**src/rtl/uart_pkg.sv**
```systemverilog
// Shared UART definitions: transmitter state encoding and line/parity levels.
// The receive-side checker uses the same constants so both ends agree.
package uart_pkg;

  typedef enum logic [2:0] {
    IDLE,
    START,
    DATA,
    PARITY,
    STOP
  } tx_state_t;

  localparam logic UART_IDLE_LVL  = 1'b1;
  localparam logic UART_START_LVL = 1'b0;
  localparam logic UART_STOP_LVL  = 1'b1;
  localparam logic PAR_EVEN       = 1'b0;
  localparam logic PAR_ODD        = 1'b1;

endpackage

```
**src/rtl/uart_tx_serializer.sv**
```systemverilog
// Load/shift register for the UART payload, LSB first, with a bit counter
// and a registered flag that marks when the final payload bit has been handed out.
module uart_tx_serializer #(
  parameter int DATA_WIDTH = 8
) (
  input  logic                  clk,
  input  logic                  rst_n,
  input  logic                  load,
  input  logic                  shift,
  input  logic [DATA_WIDTH-1:0] data_in,
  output logic                  ser_bit,
  output logic                  last_bit
);

  localparam int CW = (DATA_WIDTH > 1) ? $clog2(DATA_WIDTH) : 1;
  localparam logic [CW-1:0] CNT_LAST = CW'(DATA_WIDTH - 1);

  logic [DATA_WIDTH-1:0] shreg_q;
  logic [CW-1:0]         cnt_q;
  logic                  last_q;

  // cnt_q holds the index of the bit currently offered on ser_bit; it stops
  // at the last index instead of wrapping, and last_q records that it went out.
  always_ff @(posedge clk or negedge rst_n) begin
    if (!rst_n) begin
      shreg_q <= '0;
      cnt_q   <= '0;
      last_q  <= 1'b0;
    end else if (load) begin
      shreg_q <= data_in;
      cnt_q   <= '0;
      last_q  <= 1'b0;
    end else if (shift) begin
      shreg_q <= shreg_q >> 1;
      last_q  <= (cnt_q == CNT_LAST);
      if (cnt_q != CNT_LAST) begin
        cnt_q <= cnt_q + 1'b1;
      end
    end
  end

  assign ser_bit  = shreg_q[0];
  assign last_bit = last_q;

endmodule

```
**src/rtl/uart_tx_frame_gen.sv**
```systemverilog
// UART transmitter: accepts a word on Data_Valid && !busy and sends
// start, DATA_WIDTH data bits LSB first, optional parity, stop at one bit per CLK.
//
// state  | meaning
// IDLE   | line high, busy low, waiting for Data_Valid
// START  | start bit (low) on the line
// DATA   | payload bit on the line, one per cycle, LSB first
// PARITY | latched parity bit on the line
// STOP   | stop bit (high); busy still high
module uart_tx_frame_gen
  import uart_pkg::*;
#(
  parameter int DATA_WIDTH = 8
) (
  input  logic                  CLK,
  input  logic                  RST,
  input  logic [DATA_WIDTH-1:0] P_DATA,
  input  logic                  Data_Valid,
  input  logic                  PAR_EN,
  input  logic                  PAR_TYP,
  output logic                  TX_OUT,
  output logic                  busy
);

  tx_state_t state_q;
  logic      tx_q;
  logic      busy_q;
  logic      par_en_q;
  logic      par_bit_q;

  logic      accept;
  logic      load;
  logic      shift;
  logic      ser_bit;
  logic      last_bit;

  assign accept = (state_q == IDLE) && Data_Valid && !busy_q;
  assign load   = accept;
  // Shift whenever a payload bit is being moved onto the line register.
  assign shift  = (state_q == START) || ((state_q == DATA) && !last_bit);

  uart_tx_serializer #(
    .DATA_WIDTH(DATA_WIDTH)
  ) u_ser (
    .clk     (CLK),
    .rst_n   (RST),
    .load    (load),
    .shift   (shift),
    .data_in (P_DATA),
    .ser_bit (ser_bit),
    .last_bit(last_bit)
  );

  always_ff @(posedge CLK or negedge RST) begin
    if (!RST) begin
      state_q   <= IDLE;
      tx_q      <= UART_IDLE_LVL;
      busy_q    <= 1'b0;
      par_en_q  <= 1'b0;
      par_bit_q <= 1'b0;
    end else begin
      case (state_q)
        IDLE: begin
          if (accept) begin
            state_q   <= START;
            tx_q      <= UART_START_LVL;
            busy_q    <= 1'b1;
            par_en_q  <= PAR_EN;
            par_bit_q <= (^P_DATA) ^ PAR_TYP;
          end else begin
            tx_q   <= UART_IDLE_LVL;
            busy_q <= 1'b0;
          end
        end
        START: begin
          state_q <= DATA;
          tx_q    <= ser_bit;
        end
        DATA: begin
          if (last_bit) begin
            if (par_en_q) begin
              state_q <= PARITY;
              tx_q    <= par_bit_q;
            end else begin
              state_q <= STOP;
              tx_q    <= UART_STOP_LVL;
            end
          end else begin
            tx_q <= ser_bit;
          end
        end
        PARITY: begin
          state_q <= STOP;
          tx_q    <= UART_STOP_LVL;
        end
        STOP: begin
          state_q <= IDLE;
          tx_q    <= UART_IDLE_LVL;
          busy_q  <= 1'b0;
        end
        default: begin
          state_q <= IDLE;
          tx_q    <= UART_IDLE_LVL;
          busy_q  <= 1'b0;
        end
      endcase
    end
  end

  assign TX_OUT = tx_q;
  assign busy   = busy_q;

endmodule
```
**config.mk**
```make
export PLATFORM = sky130hd
export DESIGN_NAME = uart_tx_frame_gen
export DESIGN_NICKNAME = d
export VERILOG_FILES = /design/src/rtl/uart_pkg.sv /design/src/rtl/uart_tx_serializer.sv /design/src/rtl/uart_tx_frame_gen.sv
export SDC_FILE = /design/constraint.sdc
export NUM_CORES = 1
export LEC_CHECK = 0
export BUFFER_PORTS_ARGS = -buffer_cell sky130_fd_sc_hd__buf_2
export CORE_UTILIZATION = 35
export CTS_CLUSTER_SIZE = 10
export DETAILED_ROUTE_END_ITERATION = 6
export PLACE_DENSITY = 0.64
export SETUP_SLACK_MARGIN = 0.2
export SLEW_MARGIN = 10
export SYNTH_ARGS = -nofsm -noshare
export SYNTH_HDL_FRONTEND = slang
export SYNTH_SLANG_ARGS = --single-unit
export TNS_END_PERCENT = 100
```
**constraint.sdc**
```tcl
create_clock -name CLK -period 2.05 [get_ports CLK]
set_input_delay 0.41 -clock CLK [delete_from_list [all_inputs] [get_ports CLK]]
set_output_delay 0.41 -clock CLK [all_outputs]
set_load 0.01 [all_outputs]
```
==> results_dict.tcl <==
set metrics [dict create \
    outcome "finished, violations left" \
    finalHoldViolCount 0 \
    path_cells "nand2b_2 > or4_4 > mux2_4 > mux2_4" \
    antenna_found_initial 0 \
    maxSlewViolCount 0 \
    syn_nets 107 \
    synth_compound_area_frac 0.1048 \
    num_vias 708 \
    grt_pass1_vias 688 \
    final_common_cell "dfrtp_1" \
    path_common_cell "mux2_4" \
    post_drt_wl_per_cell_um 12.63 \
    place.gp.congestion 0.8214 \
    fmax_mhz 553.1 \
    critPathLaunchType "flip-flop" \
    clockBufferDepth 2 \
    max_slew_margin 0.6218 \
    critPathKind "reg -> reg" \
    setup_viol 0 \
    grt.total_usage 0.1197 \
    ys_seq_area_frac 0.4488 \
    fill_cells 272 \
    syn_inst 92 \
    clock_latency_ns 0.30 \
    rr_startpoint "busy" \
    cts_tree "built" \
    htreeDepth 1 \
    first_iter_violations 12 \
    synthAdderAreaFrac 0.02356 \
    tns_ns 0 \
    synth_simple_gate_area_frac 0.1213 \
    ys_warn_count 0 \
    slowest_stage "or4_4" \
    dp_cells 135 \
    synth_xor_area_frac 0.07067 \
    startpoint "busy" \
    drtAntennaViolNets 0 \
    clockRootBuffer "clkbuf_4" \
    yosys.cell_types.count 30 \
    core_area_sq_um 2805 \
    avgViaCountPerCell 5.094 \
    insertedDiodeCount 0 \
    die_y_um 57.09 \
    clk_pin_slew_ns 0.11 \
    slowest_delay_ns 0.50 \
    portBuffers 14 \
    ys_async_sr_fraction 1.000 \
    maxCapViolations 0 \
    die_w_um 57.09 \
    hold_path.class "in -> async" \
    drc_errors 2 \
    numCtsBuffers 3 \
    pre_cts_ws_ns 0.2035 \
    synth_area_leader_cell "dfrtp_1" \
    synth_top_family_by_area "multiplexers" \
    p_leak_nw 0.5647 \
    grt_first_pass_wirelength_um 2980 \
    totalWireLength_um 1755 \
    layout.cells.non_filler 139 \
    worst_setup_path_end_kind "flip-flop" \
    critPathTopFamily "simple AND/OR/NAND/NOR gates" \
    rsz0062_at_grt "false" \
    rows 19 \
    synthMuxAreaShare 0.1802 \
    p_total_mw 1.734 \
    drive_gt1_frac 0.3889 \
    fp.dieArea_sq_um 3259 \
    area_delta_synth_final_pct 11.78 \
    fin_ws_ns 0.2419 \
    io_pins 15 \
    p_per_area_nw_per_um2 1461 \
    layout_min_cycle_time_ns 1.808 \
    ir_worst_vdd_mv 0.5544 \
    start_util 0.3787 \
    postCtsSetupBuffers 0 \
    synthFlopType "dfrtp_1" \
    cp_num_buf_inv 0 \
    final_nets 124 \
    grt_overflow 0 \
    cp.required_ns 2.24 \
    violations "DRC" \
    syn_area_per_cell_sq_um 11.55 \
    cp_max_fo 6 \
    cp_data_arrival_time_ns 2.00 \
    synth_seq_cells 19 \
    synth_top_area_share 0.4240 \
    netlist_top_cells_area "dfrtp_1, mux2_2, mux2_4, o21ai_0, xnor2_1" \
    first_pass_iters 6 \
    clock_skew_ns 0.002422 \
    netlist_area_sq_um 1062 \
    grt_max_degree 20 \
    cts.sinks 19 \
    synth_edf_count 0 \
    tightestPinTransition_ns 0.5613 \
    post-route-period-util 0.8820 \
    final_cell_mix "dfrtp_1, buf_2, o21ai_0" \
    hpwlAfterDp_um 1315 \
]
[Yosys cell counts, types with 2 or more instances]
master,n
dfrtp_1,18
o21ai_0,10
mux2_2,9
inv_1,6
mux2_4,6
nand2_1,5
xnor2_1,5
a21oi_1,3
nand3_1,3
nor2_1,3
buf_6,2
ha_1,2
nand2b_1,2
nor2b_1,2
[final cells by class]
type,instances,area [sq um],area share
multi-input cells,63,534.3,0.4499
repair buffers,16,85.08,0.07165
flip-flops and latches,19,479.2,0.4036
clock inverters,1,5.005,0.004215
inverters,6,22.52,0.01897
clock buffers,3,22.52,0.01897
well taps,31,38.79,0.03267
[final timing paths]
path | endpoint | slack [ns] | cells past startpoint
min | busy | 0.03 | 1
max | u_ser.shreg_q[2] | 0.24 | 4
max in group asynchronous | TX_OUT | 1.70 | 1
min reg2reg | par_bit_q | 0.52 | 1
min in group CLK | par_en_q | 0.31 | 3
max reg2reg | u_ser.shreg_q[2] | 0.24 | 4
[registers in the layout, summed over array words and instances, names as in the netlist]
signal,cells
par_en_q,1
u_ser.last_bit,1
state_q,3
u_ser.shreg_q,8
par_bit_q,1
TX_OUT,1
u_ser.cnt_q,3
busy,1
[per-layer routing]
metal  part of all wire  global-route usage  up-vias  wire length, um
met2               0.45              0.1899       18              783
met1               0.49              0.1599      341              861
met4                  0             0.01045        0                0
met5                  0                   0        -                0
met3              0.063             0.04989        0              110
li1                   -                   -      349                -
[power by group]
part,leakage [nW],internal [mW],switching (mW)
combinational,0.310,0.490,0.366
sequential,0.237,0.555,0.132
clock,0.0177,0.0727,0.119
[cells by family after synthesis]
family / Yosys count
muxes: 15
AOI/OAI and AO/OA: 18
adders and majority gates: 2
and+or+nand+nor: 21
buffers and inverters: 10
xor gates and xnor gates: 7
DFF: 19
[stage by stage]
stage / area, sq um / hold slack [ns] / util
6_report: 1187 / 0.02652 / 0.4233
5_1_grt: 1187 / 0.05252 / 0.4233
3_5_place_dp: 1155 / 0.3756 / 0.4117
2_1_floorplan: 1062 / 0.1144 / -
3_3_place_gp: 1155 / 0.3695 / 0.4117
4_1_cts: 1182 / 0.03396 / 0.4215
[worst reg2reg max path: cells and delay by family, from the launching register on]
kind | cells | cell delay, ns
muxes | 2 | 0.57
DFF | 1 | 0.40
and+or+nand+nor | 2 | 0.73
[repair_timing]
action,CTS,global route
hold buffers,0,0
hold endpoints to repair,0,0
endpoints found under the setup margin,0,7
gates resized for setup,0,3
No activity file was read; power rests on OpenSTA's default activity.
